--- src/rtl/ysyx_22050612_wb_arbiter_pkg.sv ---
// Shared constants for the write-back arbiter: requester indices, default widths
// and a pointer-width helper for round-robin arbiters.
package ysyx_22050612_wb_arbiter_pkg;

    localparam int DEF_ADDR_WIDTH = 5;
    localparam int DEF_DATA_WIDTH = 64;
    localparam int DEF_NREQ       = 3;

    localparam int REQ_EXU = 0;
    localparam int REQ_LSU = 1;
    localparam int REQ_MDU = 2;

    // A one-requester arbiter still needs a 1-bit pointer.
    function automatic int ptr_width(input int n);
        return (n > 1) ? $clog2(n) : 1;
    endfunction

endpackage

--- src/rtl/ysyx_22050612_wb_arbiter_if.sv ---
// Bus bundle between the write-back requesters / issue stage (master) and the
// write-back arbiter (slave).
interface ysyx_22050612_wb_arbiter_if
    import ysyx_22050612_wb_arbiter_pkg::*;
#(
    parameter int NREQ       = DEF_NREQ,
    parameter int ADDR_WIDTH = DEF_ADDR_WIDTH,
    parameter int DATA_WIDTH = DEF_DATA_WIDTH
);
    logic [NREQ-1:0]            req_valid;
    logic [NREQ*ADDR_WIDTH-1:0] req_addr;
    logic [NREQ*DATA_WIDTH-1:0] req_data;
    logic [NREQ-1:0]            req_ready;
    logic                       issue_valid;
    logic [ADDR_WIDTH-1:0]      issue_rd;
    logic                       issue_ready;
    logic                       flush;
    logic [ADDR_WIDTH-1:0]      rs1;
    logic [ADDR_WIDTH-1:0]      rs2;
    logic                       rs1_busy;
    logic                       rs2_busy;
    logic                       rf_wen;
    logic [ADDR_WIDTH-1:0]      rf_waddr;
    logic [DATA_WIDTH-1:0]      rf_wdata;

    modport master (
        output req_valid, req_addr, req_data, issue_valid, issue_rd, flush, rs1, rs2,
        input  req_ready, issue_ready, rs1_busy, rs2_busy, rf_wen, rf_waddr, rf_wdata
    );

    modport slave (
        input  req_valid, req_addr, req_data, issue_valid, issue_rd, flush, rs1, rs2,
        output req_ready, issue_ready, rs1_busy, rs2_busy, rf_wen, rf_waddr, rf_wdata
    );

endinterface

--- src/rtl/ysyx_22050612_rr_arbiter.sv ---
// Round-robin arbiter: one-hot grant searched from the requester after the last
// granted one; the pointer moves only when the caller reports a handshake.
module ysyx_22050612_rr_arbiter
    import ysyx_22050612_wb_arbiter_pkg::*;
#(
    parameter int NREQ = DEF_NREQ
) (
    input  logic            clk,
    input  logic            rst_n,
    input  logic [NREQ-1:0] req,
    input  logic            advance,
    output logic [NREQ-1:0] grant
);
    localparam int PW = ptr_width(NREQ);

    logic [PW-1:0] last_grant_reg;
    logic [PW-1:0] last_grant_next;
    logic [PW-1:0] grant_idx;
    logic [PW-1:0] cand;
    logic          found;

    // Offsets 1..NREQ visit every requester once, the last winner last.
    always_comb begin
        grant     = '0;
        grant_idx = last_grant_reg;
        cand      = '0;
        found     = 1'b0;
        for (int off = 1; off <= NREQ; off++) begin
            cand = PW'((int'(last_grant_reg) + off) % NREQ);
            if (!found && req[cand]) begin
                found       = 1'b1;
                grant_idx   = cand;
                grant[cand] = 1'b1;
            end
        end
    end

    always_comb begin
        last_grant_next = last_grant_reg;
        if (advance && found) begin
            last_grant_next = grant_idx;
        end
    end

    always_ff @(posedge clk or negedge rst_n) begin
        if (!rst_n) begin
            last_grant_reg <= PW'(NREQ - 1);
        end else begin
            last_grant_reg <= last_grant_next;
        end
    end

endmodule

--- src/rtl/ysyx_22050612_wb_arbiter.sv ---
// Write-back arbiter and busy scoreboard for the integer register file: shares the
// single write port among the requesters and tracks registers with pending writes.
module ysyx_22050612_wb_arbiter
    import ysyx_22050612_wb_arbiter_pkg::*;
#(
    parameter int ADDR_WIDTH = DEF_ADDR_WIDTH,
    parameter int DATA_WIDTH = DEF_DATA_WIDTH,
    parameter int NREQ       = DEF_NREQ
) (
    input logic                          clk,
    input logic                          rst_n,
    ysyx_22050612_wb_arbiter_if.slave    bus
);
    localparam int NREGS = 2 ** ADDR_WIDTH;

    logic [NREQ-1:0]       grant;
    logic                  handshake;
    logic [ADDR_WIDTH-1:0] addr_arr [NREQ];
    logic [DATA_WIDTH-1:0] data_arr [NREQ];
    logic [ADDR_WIDTH-1:0] sel_addr;
    logic [DATA_WIDTH-1:0] sel_data;

    logic                  rf_wen_reg, rf_wen_next;
    logic [ADDR_WIDTH-1:0] rf_waddr_reg, rf_waddr_next;
    logic [DATA_WIDTH-1:0] rf_wdata_reg, rf_wdata_next;

    logic [NREGS-1:0]      busy_reg, busy_next;
    logic                  clearing;
    logic                  issue_ok;
    logic                  issue_set;

    ysyx_22050612_rr_arbiter #(.NREQ(NREQ)) u_rr (
        .clk     (clk),
        .rst_n   (rst_n),
        .req     (bus.req_valid),
        .advance (handshake),
        .grant   (grant)
    );

    genvar gi;
    generate
        for (gi = 0; gi < NREQ; gi++) begin : g_slice
            assign addr_arr[gi] = bus.req_addr[gi*ADDR_WIDTH +: ADDR_WIDTH];
            assign data_arr[gi] = bus.req_data[gi*DATA_WIDTH +: DATA_WIDTH];
        end
    endgenerate

    assign handshake     = |(bus.req_valid & grant);
    assign bus.req_ready = grant;

    // Grant is one-hot, so an OR of masked slices is the selected request.
    always_comb begin
        sel_addr = '0;
        sel_data = '0;
        for (int i = 0; i < NREQ; i++) begin
            if (grant[i]) begin
                sel_addr = sel_addr | addr_arr[i];
                sel_data = sel_data | data_arr[i];
            end
        end
    end

    always_comb begin
        rf_wen_next   = 1'b0;
        rf_waddr_next = rf_waddr_reg;
        rf_wdata_next = rf_wdata_reg;
        if (handshake) begin
            rf_wen_next   = (sel_addr != '0);
            rf_waddr_next = sel_addr;
            rf_wdata_next = sel_data;
        end
    end

    assign clearing  = rf_wen_reg && busy_reg[rf_waddr_reg];
    assign issue_ok  = !bus.flush &&
                       ((bus.issue_rd == '0) || !busy_reg[bus.issue_rd] ||
                        (clearing && (rf_waddr_reg == bus.issue_rd)));
    assign issue_set = bus.issue_valid && issue_ok && (bus.issue_rd != '0);

    // Clear is applied before set so a same-cycle reallocation keeps the bit.
    always_comb begin
        busy_next = busy_reg;
        if (bus.flush) begin
            busy_next = '0;
        end else begin
            if (clearing) begin
                busy_next[rf_waddr_reg] = 1'b0;
            end
            if (issue_set) begin
                busy_next[bus.issue_rd] = 1'b1;
            end
        end
        busy_next[0] = 1'b0;
    end

    always_ff @(posedge clk or negedge rst_n) begin
        if (!rst_n) begin
            rf_wen_reg   <= 1'b0;
            rf_waddr_reg <= '0;
            rf_wdata_reg <= '0;
            busy_reg     <= '0;
        end else begin
            rf_wen_reg   <= rf_wen_next;
            rf_waddr_reg <= rf_waddr_next;
            rf_wdata_reg <= rf_wdata_next;
            busy_reg     <= busy_next;
        end
    end

    assign bus.issue_ready = issue_ok;
    assign bus.rs1_busy    = busy_reg[bus.rs1];
    assign bus.rs2_busy    = busy_reg[bus.rs2];
    assign bus.rf_wen      = rf_wen_reg;
    assign bus.rf_waddr    = rf_waddr_reg;
    assign bus.rf_wdata    = rf_wdata_reg;

endmodule
--- src/flat_wrapper.sv ---
// flat-port wrapper written by rule: the top's interface ports become plain ports
module ysyx_22050612_wb_arbiter_flat import ysyx_22050612_wb_arbiter_pkg::*;
#(
    parameter int ADDR_WIDTH = DEF_ADDR_WIDTH,
    parameter int DATA_WIDTH = DEF_DATA_WIDTH,
    parameter int NREQ       = DEF_NREQ
)
  (clk, rst_n, bus_req_valid, bus_req_addr, bus_req_data, bus_issue_valid, bus_issue_rd, bus_flush, bus_rs1, bus_rs2, bus_req_ready, bus_issue_ready, bus_rs1_busy, bus_rs2_busy, bus_rf_wen, bus_rf_waddr, bus_rf_wdata);
  ysyx_22050612_wb_arbiter_if #(.NREQ(NREQ), .ADDR_WIDTH(ADDR_WIDTH), .DATA_WIDTH(DATA_WIDTH)) bus_i ();
  input logic clk;
  input logic rst_n;
  input wire logic [$bits(bus_i.req_valid)-1:0] bus_req_valid;
  input wire logic [$bits(bus_i.req_addr)-1:0] bus_req_addr;
  input wire logic [$bits(bus_i.req_data)-1:0] bus_req_data;
  input wire logic [$bits(bus_i.issue_valid)-1:0] bus_issue_valid;
  input wire logic [$bits(bus_i.issue_rd)-1:0] bus_issue_rd;
  input wire logic [$bits(bus_i.flush)-1:0] bus_flush;
  input wire logic [$bits(bus_i.rs1)-1:0] bus_rs1;
  input wire logic [$bits(bus_i.rs2)-1:0] bus_rs2;
  output wire logic [$bits(bus_i.req_ready)-1:0] bus_req_ready;
  output wire logic [$bits(bus_i.issue_ready)-1:0] bus_issue_ready;
  output wire logic [$bits(bus_i.rs1_busy)-1:0] bus_rs1_busy;
  output wire logic [$bits(bus_i.rs2_busy)-1:0] bus_rs2_busy;
  output wire logic [$bits(bus_i.rf_wen)-1:0] bus_rf_wen;
  output wire logic [$bits(bus_i.rf_waddr)-1:0] bus_rf_waddr;
  output wire logic [$bits(bus_i.rf_wdata)-1:0] bus_rf_wdata;
  assign bus_i.req_valid = bus_req_valid;
  assign bus_i.req_addr = bus_req_addr;
  assign bus_i.req_data = bus_req_data;
  assign bus_i.issue_valid = bus_issue_valid;
  assign bus_i.issue_rd = bus_issue_rd;
  assign bus_i.flush = bus_flush;
  assign bus_i.rs1 = bus_rs1;
  assign bus_i.rs2 = bus_rs2;
  assign bus_req_ready = bus_i.req_ready;
  assign bus_issue_ready = bus_i.issue_ready;
  assign bus_rs1_busy = bus_i.rs1_busy;
  assign bus_rs2_busy = bus_i.rs2_busy;
  assign bus_rf_wen = bus_i.rf_wen;
  assign bus_rf_waddr = bus_i.rf_waddr;
  assign bus_rf_wdata = bus_i.rf_wdata;
  ysyx_22050612_wb_arbiter #(.ADDR_WIDTH(ADDR_WIDTH), .DATA_WIDTH(DATA_WIDTH), .NREQ(NREQ)) u_core (.clk(clk), .rst_n(rst_n), .bus(bus_i));
endmodule
--- config.mk ---
export PLATFORM = sky130hd
export DESIGN_NAME = ysyx_22050612_wb_arbiter_flat
export DESIGN_NICKNAME = d
export VERILOG_FILES = /design/src/rtl/ysyx_22050612_wb_arbiter_pkg.sv /design/src/rtl/ysyx_22050612_wb_arbiter_if.sv /design/src/rtl/ysyx_22050612_rr_arbiter.sv /design/src/rtl/ysyx_22050612_wb_arbiter.sv /design/src/flat_wrapper.sv
export SDC_FILE = /design/constraint.sdc
export NUM_CORES = 1
export LEC_CHECK = 0
export CORE_ASPECT_RATIO = 0.7
export CORE_MARGIN = 2
export CORE_UTILIZATION = 50
export CTS_CLUSTER_SIZE = 25
export DETAILED_ROUTE_END_ITERATION = 8
export DONT_BUFFER_PORTS = 1
export PLACE_DENSITY = 0.79
export SLEW_MARGIN = 20
export SYNTH_ARGS = -nofsm -noshare
export SYNTH_HDL_FRONTEND = slang
export SYNTH_SLANG_ARGS = --single-unit
--- constraint.sdc ---
create_clock -name clk -period 3.2 [get_ports clk]
set_clock_uncertainty 0.15 [all_clocks]
set_input_delay 0.8 -clock clk [delete_from_list [all_inputs] [get_ports clk]]
set_output_delay 0.8 -clock clk [all_outputs]
set_load 0.05 [all_outputs]
# Word level (Yosys, flattened, before mapping)
# Index checks and enable logic that the tools add are counted.
# classes
order_cmp	12
eq_ne	1
bitwise	10
n_addsub	3
n_reduce_logical	25
n_mux	44
n_div	3
# ops
op	count
$mux 64	3
$mux 32	4
$or 64x64->64	2
$mod 32x3->32 const B	3
$and 32x32->32	1
$not 32->32	1
$or 32x32->32	1
$lt 5x6->1 const B	4
$bmux 1 s5	4
$mux 1	16
$mux 5	3
$logic_and 1x1->1	13
$demux 1 s5	2
$ge 5x1->1 const B	2
$or 5x5->5	2
$reduce_bool 5->1	2
$lt 2x3->1 const B	3
$mux 3	3
$add 2x2->3 const B	2
$bmux 1 s2	3
$demux 1 s2	3
$ge 2x1->1 const B	3
$mux 2	3
$or 3x3->3	2
9 further kinds	13
# totals
reg_bits	103
word_cells	103

# Longest topological paths before layout
# Gate-level depths: netlist (run 1).
# depth
word_depth	18
mapped_depth	13
depth_no_buf	9

# By module
# From an unflattened synthesis (run 1), not the netlist that was laid out.
# unflattened
hier_cells	662
area_unflattened_um2	6578.8
# modules_own_cells
module	seq_area_each_um2	area_per_inst_um2	cells_per_inst	instances
ysyx_22050612_wb_arbiter	2527.4	6174.7	612	1
ysyx_22050612_rr_arbiter	51.3	404.1	50	1

# Worst setup path after synthesis (run 1)
# No wires, ideal clock.
# synth_path
kind	input-to-output
start	input port bus_rs1[0]
end	output port bus_rs1_busy
setup_slack_ns	-0.355
path_stages	4
t_arrival_ns	2.605
t_required_ns	2.250
path_buffers	1
cell_sequence	clkbuf_1 -> mux4_2 -> mux4_2 -> mux2_2
# synth_between
elab_chain_cells	2
# synth_lines
element	line	rtl
start, declared	flat_wrapper.sv:18	input wire logic [$bits(bus_i.rs1)-1:0] bus_rs1;
$bmux 1 s5	ysyx_22050612_wb_arbiter.sv:111	assign bus.rs1_busy = busy_reg[bus.rs1];
$mux 1 (implied by the code)	ysyx_22050612_wb_arbiter.sv:111	
end, declared	flat_wrapper.sv:22	output wire logic [$bits(bus_i.rs1_busy)-1:0] bus_rs1_busy;
# No other way between the ends. The select of a mux whose other input is x is not followed.

# Worst setup path after layout (run 1)
# layout_path
start	register u_core.u_rr.last_grant_reg[1]
end	output port bus_req_ready[0]
# layout_between
elab_chain_cells	11
elab_cells_between_ends	38
cone_classes	add/sub (3); div (3); order compare (6); mux (17); bitwise (2); reduce/logical (7)
# layout_lines
element	line	rtl
start, declared	ysyx_22050612_rr_arbiter.sv:16	logic [PW-1:0] last_grant_reg;
start signal, assigned	ysyx_22050612_rr_arbiter.sv:47	last_grant_reg <= PW'(NREQ - 1);
start signal, assigned	ysyx_22050612_rr_arbiter.sv:49	last_grant_reg <= last_grant_next;
$add 2x1->3	ysyx_22050612_rr_arbiter.sv:29	cand = PW'((int'(last_grant_reg) + off) % NREQ);
$mod 32x3->32	ysyx_22050612_rr_arbiter.sv:29	
$lt 2x3->1 (implied by the code) (tied with other cells)	ysyx_22050612_rr_arbiter.sv:33	grant[cand] = 1'b1;
$logic_and 1x1->1 (implied by the code) / $mux 1 (equally long branches)	ysyx_22050612_rr_arbiter.sv:33, ysyx_22050612_rr_arbiter.sv:30	
$mux 1, on equally long branches	ysyx_22050612_rr_arbiter.sv:33, ysyx_22050612_rr_arbiter.sv:30	
$demux 1 s2 / $logic_not 1->1 (equally long branches)	ysyx_22050612_rr_arbiter.sv:33, ysyx_22050612_rr_arbiter.sv:30	
$mux 3 / $logic_and 1x1->1 (equally long branches)	ysyx_22050612_rr_arbiter.sv:30	if (!found && req[cand]) begin
$or 3x3->3 (no line) / $mux 1 (equally long branches)	-	
$mux 3 / $logic_not 1->1 (equally long branches)	ysyx_22050612_rr_arbiter.sv:30	
$or 3x3->3 (no line) / $logic_and 1x1->1 (equally long branches)	-	
$mux 3 *	ysyx_22050612_rr_arbiter.sv:30	
end, declared	flat_wrapper.sv:20	output wire logic [$bits(bus_i.req_ready)-1:0] bus_req_ready;
# Every way passes the cells marked *; elsewhere a longest branch is shown, timed or not. The select of a mux whose other input is x is not followed.

==> results_dict.tcl, run 1 <==
set metrics [dict create \
    start_util 0.512 \
    violations "DRC, setup timing" \
    viasPerCell 7.42 \
    dr.pass1.iters 9 \
    grt_pass1_vias 5514 \
    io_pins 305 \
    post-route-worst-setup-slack_ns -0.0120 \
    drt_iter0_drc 951 \
    outcome "finished, violations left" \
    place.gp.congestion 1.04 \
    switching_share 0.545 \
    use_met1 0.392 \
    io_buffers 0 \
    start_kind "flip-flop" \
    grt_usage 0.303 \
    routedWlPerCell_um 27.7 \
    cp_slowest_stage_delay_ns 0.61 \
    power_density_nw_per_um2 1350 \
    tightest_slew_ns 0.605 \
    cp.required_ns 2.25 \
    place_hpwl_um 15800 \
    core_um2 12400 \
    routed-via-count 5778 \
    met2_usage 0.460 \
    p_switching_uw 5170 \
    hp-class "input port to asynchronous set/reset pin" \
    synth_warnings 0 \
    crit_type "flip-flop to primary output" \
    fp.dieW_um 139 \
    grt_setup_unrepaired "true" \
    path_cells "ha_4, buf_4, nor2b_1, nor4b_1, a311o_1, mux2_4, buf_12" \
    internal_power_uw 4310 \
    antenna_left 0 \
    drv_slew 0 \
    cts_sinks 103 \
    std_cell_rows 34 \
    grt_pass1_wl_um 31800 \
    cts_made_buffers 9 \
    grtUsageMet3 0.107 \
    syn_nets 858 \
    synthCells 625 \
    clockRootBuffer "clkbuf_16" \
    avgSynthCellArea_um2 10.1 \
    fill_cells 1027 \
    crit_fanout 6 \
    fmax_mhz 311 \
    ys_seq_elements 103 \
    nets 844 \
    die_y_um 98.2 \
    tns_ns -0.0120 \
    syn_area_um2 6340 \
    pwr-share-comb 0.483 \
    end_kind "primary output" \
    yosys.cell_types.count 48 \
    seq_power_share 0.408 \
    drc 25 \
    cts_max_level 3 \
    clock_latency_ns 0.34 \
    die_area_um2 13600 \
    cts_tree "built" \
    top_usage_layer "met2" \
    path_clk_slew_ns 0.07 \
    grt_max_degree 104 \
    routed_wl_um 21600 \
    final_util 0.566 \
    finalHoldViolations 0 \
    clkPwrFrac 0.109 \
    setup-violations-final 1 \
    cts.path.max_buffers 2 \
    grt_overflow_total 0 \
    synthArstFlopShare 1.00 \
    p_leak_uw 0.00265 \
    antenna_found_initial 2 \
    synth_edf_count 0 \
    largest_reg_flops 64 \
    critPathArrivalTime_ns 2.26 \
    min_period_ns 3.21 \
    fin_crit_sh 1.00 \
    max-cap-violations 0 \
    area.growth.synth_to_final_pct 10.6 \
    slowest_stage "dfstp_2" \
    ys_seq_area_frac 0.407 \
    drive_above_1_share 0.203 \
    yosys_most_used_dff "dfrtp_1" \
    slew_headroom 0.597 \
    ir_drop_mv 1.02 \
]
==> synth_stat cells (all sizes together), types with 3 or more instances <==
cell,number,area share
a21oi,72,0.057
a222oi,68,0.11
buf,27,0.034
clkbuf,35,0.021
dfrtp,102,0.40
ha,4,0.0079
inv,10,0.0059
mux2,9,0.016
mux2i,4,0.0063
mux4,32,0.11
nand2,13,0.0077
nand2b,5,0.0049
nand3,5,0.0039
nand3b,8,0.0095
nand4b,4,0.0055
nor2,74,0.044
nor2b,37,0.037
o21ai,72,0.057
o22ai,4,0.0039
or3b,3,0.0041
xor2,4,0.0055
==> layout make-up <==
class	count	area [µm²]	share of cell area
clock buffers	10	229	0.0327
inverters	10	37.5	0.00536
well taps	162	203	0.0289
diodes	1	2.50	0.000357
multi-input cells	451	3530	0.504
flip-flops and latches	103	2590	0.369
clock inverters	6	43.8	0.00625
repair buffers	36	370	0.0529
==> stage by stage <==
| step | hold slack (ns) | worst slack, ns | total power, µW | instances | area [µm²] |
|---|---|---|---|---|---|
| finish | 0.00361 | -0.0120 | 9470 | 779 | 7010 |
| global route | -0.0234 | -0.0690 | 10000 | 778 | 7000 |
| CTS | -0.0141 | -0.0127 | 9040 | 767 | 6780 |
| detailed placement | 0.350 | 0.0945 | 7940 | 750 | 6460 |
| global placement | 0.344 | 0.113 | 7740 | 750 | 6460 |
| floorplan | 0.326 | -0.154 | 7170 | 625 | 6380 |
==> cells by family (layout without fill, tap and decap cells) <==
group	Yosys count	count (layout)	share of synthesized area
xor+xnor	5	5	0.00691
mux	45	45	0.136
compound gates	231	232	0.245
fa+ha+maj	4	4	0.00790
buf+inv	72	62	0.0610
other cells	0	1	0
simple gates	165	165	0.136
flops	103	103	0.407
==> timing repair <==
action | in CTS | in global routing
setup endpoints to repair | 4 | 70
buffers inserted | 1 | 8
pin swaps | 1 | 10
cloned | 0 | 3
endpoints found under the hold margin | 102 | 102
gates resized for setup | 10 | 25
==> critical path, delay by kind of cell (launching register included) <==
kind | cells | cell delay (ns)
AOI/OAI and AO/OA | 1 | 0.19
adders and majority gates | 1 | 0.18
buffers and inverters | 2 | 0.30
DFF | 1 | 0.61
muxes | 1 | 0.20
and+or+nand+nor | 2 | 0.44
==> cell usage in the layout, fill, tap and decap left out, types with 3 or more instances in the layout <==
cell / synthesis / layout
dfrtp_2: 0 / 3
nand3_1: 5 / 5
inv_1: 10 / 6
o21ai_0: 71 / 70
buf_4: 1 / 26
a222oi_1: 68 / 68
a21oi_1: 72 / 70
nand2_1: 13 / 13
nand3b_1: 8 / 8
xor2_1: 4 / 4
nor2_1: 74 / 74
nand4b_1: 4 / 4
mux2_2: 9 / 7
nand2b_1: 5 / 5
mux4_2: 32 / 32
clkbuf_16: 0 / 11
or3b_2: 3 / 3
buf_12: 0 / 4
dfrtp_1: 102 / 98
nor2b_1: 37 / 37
inv_2: 0 / 4
buf_6: 13 / 4
==> per-layer routing <==
layer,up-vias,routed length (µm)
li1,2419,-
met1,2785,8070
met2,495,9730
met3,77,2720
met4,2,1060
met5,-,10
==> power groups by stage <==
stage	logic, µW	registers, µW	clock network (µW)
floorplan	3440	3740	0
global placement	3860	3880	0
detailed placement	4040	3900	0
CTS	4120	3880	1040
global route	5000	3920	1110
finish	4570	3870	1030
==> final timing paths <==
check / startpoint / to / slack (ns) / depth (start not counted)
setup / recovery: u_core.u_rr.last_grant_reg[1] / bus_req_ready[0] / -0.01 / 7
hold / removal: rst_n / u_core.busy_reg[7] / 0.004 / 0
setup reg to reg: u_core.u_rr.last_grant_reg[1] / u_core.bus.rf_wdata[24] / 0.07 / 10
hold reg to reg: u_core.u_rr.last_grant_reg[0] / u_core.u_rr.last_grant_reg[0] / 0.41 / 1
max in group asynchronous: rst_n / u_core.u_rr.last_grant_reg[1] / 2.69 / 0
min in group clk: u_core.u_rr.last_grant_reg[0] / u_core.u_rr.last_grant_reg[0] / 0.41 / 1
Power figures use the tool's default switching activity.
==> inputs of run 2 (changes only) <==
--- a/config.mk
+++ b/config.mk
@@ -12,6 +12,7 @@
 export DETAILED_ROUTE_END_ITERATION = 8
 export DONT_BUFFER_PORTS = 1
 export PLACE_DENSITY = 0.79
+export SKIP_LAST_GASP = 1
 export SLEW_MARGIN = 20
 export SYNTH_ARGS = -nofsm -noshare
 export SYNTH_HDL_FRONTEND = slang
==> results_dict.tcl, run 2 (synthesis gave the netlist of run 1 again) <==
set metrics [dict create \
    routedWlPerCell_um 27.8 \
    drt_iter0_drc 1027 \
    dr.pass1.iters 6 \
    p_leak_uw 0.00259 \
    die_area_um2 13600 \
    routed-via-count 5746 \
    cts_tree "built" \
    r2r_end "u_core.bus.rf_wdata[24]" \
    grt_max_degree 104 \
    tns_ns -0.0472 \
    fill_cells 1043 \
    post-route-worst-setup-slack_ns -0.0472 \
    drc 5 \
    dpl_worst_slack_ns 0.0945 \
    r2r_slack_ns 0.13 \
    crit_fanout 19 \
    start_util 0.512 \
    grt_pass1_vias 5498 \
    nets 837 \
    path_clk_slew_ns 0.07 \
    largest_reg_flops 64 \
    ir_drop_mv 1.12 \
    cts_max_level 3 \
    tightest_slew_ns 0.606 \
    io_pins 305 \
    reg2reg_depth 10 \
    cts.path.max_buffers 2 \
    grt_setup_unrepaired "true" \
    power_density_nw_per_um2 1340 \
    violations "DRC, setup timing" \
    viasPerCell 7.43 \
    clockRootBuffer "clkbuf_16" \
    clock_latency_ns 0.34 \
    final_util 0.555 \
    slew_headroom 0.596 \
    antenna_found_initial 2 \
    total_power_uw 9220 \
    setup-violations-final 1 \
    grt_pass1_wl_um 31700 \
    std_cell_rows 34 \
    finalHoldViolations 0 \
    place_hpwl_um 15800 \
    max-cap-violations 0 \
    antenna_left 0 \
    final_common_cell "dfrtp_1" \
    instances_no_fill 773 \
    layout_common_cells "dfrtp_1 (99), nor2_1 (74), o21ai_0 (70), a21oi_1 (70), a222oi_1 (68)" \
    fmax_mhz 308 \
    grt_overflow_total 0 \
    fp.dieW_um 139 \
    fin_crit_sh 1.01 \
    crit_type "flip-flop to primary output" \
    start_kind "flip-flop" \
    min_period_ns 3.25 \
    outcome "finished, violations left" \
    cts_sinks 103 \
    critPathArrivalTime_ns 2.30 \
    place.gp.congestion 1.04 \
    drv_slew 0 \
    core_um2 12400 \
    grt_usage 0.302 \
    area.growth.synth_to_final_pct 8.45 \
    r2r_start "u_core.u_rr.last_grant_reg[1]" \
    cts_made_buffers 9 \
    drive_above_1_share 0.187 \
    cp.required_ns 2.25 \
    routed_wl_um 21500 \
    die_y_um 98.2 \
    end_kind "primary output" \
    io_buffers 0 \
    hp-class "input port to asynchronous set/reset pin" \
    placedCellCount 750 \
]
-- run 2: worst max-delay path by stage --
stage	startpoint	to	slack (ns)
after global routing	u_core.u_rr.last_grant_reg[1]	bus_req_ready[0]	-0.13
after floorplan	bus_rs1[0]	bus_rs1_busy	-0.15
final	u_core.u_rr.last_grant_reg[1]	bus_req_ready[0]	-0.05
after detailed placement	u_core.u_rr.last_grant_reg[0]	u_core.bus.rf_wen	0.09
after CTS	u_core.bus.rf_waddr[2]	bus_issue_ready	-0.04
after global placement	bus_rs1[0]	bus_rs1_busy	0.11
-- run 2: metal layers --
layer | global-route usage | up-vias | part of all wire
met5 | 0 | - | 0
met3 | 0.108 | 53 | 0.13
met2 | 0.458 | 511 | 0.46
met4 | 0.137 | 0 | 0.043
li1 | - | 2405 | -
met1 | 0.392 | 2777 | 0.37
-- run 2: stage by stage --
stage / hold slack, ns / area (µm²)
floorplan: 0.326 / 6380
detailed placement: 0.350 / 6460
finish: 0.00552 / 6870
global route: -0.0234 / 6870
global placement: 0.344 / 6460
CTS: -0.0141 / 6770
-- run 2: final cells by class --
type	count	area, µm²	share of cell area
antenna	2	5.00	0.000728
clock buffer	10	229	0.0333
clock inverter	6	43.8	0.00637
inverter	10	37.5	0.00546
multi-input combinational	451	3510	0.511
sequential	103	2580	0.376
tap	162	203	0.0295
timing repair buffer	29	256	0.0373
-- run 2: timing repair --
| action | CTS | global route |
|---|---|---|
| setup endpoints to repair | 4 | 70 |
| pin swaps | 1 | 7 |
| endpoints found under the hold margin | 102 | 102 |
| setup buffers | 1 | 3 |
| gates cloned | 0 | 1 |
| gates resized for setup | 8 | 16 |
-- run 2: worst max-delay path, stage by stage (launching register included) --
cell and delay [ns]:
dfstp_2 0.60, ha_4 0.17, buf_4 0.14, nor2b_1 0.06, nor4b_1 0.44, a311o_1 0.19, mux2_4 0.18, buf_12 0.18
-- run 2: where the power goes --
| group | leakage (µW) | total [µW] | internal (µW) | switching, µW |
|---|---|---|---|---|
| sequential | 0.00127 | 3870 | 1840 | 2030 |
| clock | 0.000133 | 1030 | 533 | 496 |
| combinational | 0.00119 | 4320 | 1740 | 2580 |
| total | 0.00259 | 9220 | 4110 | 5110 |
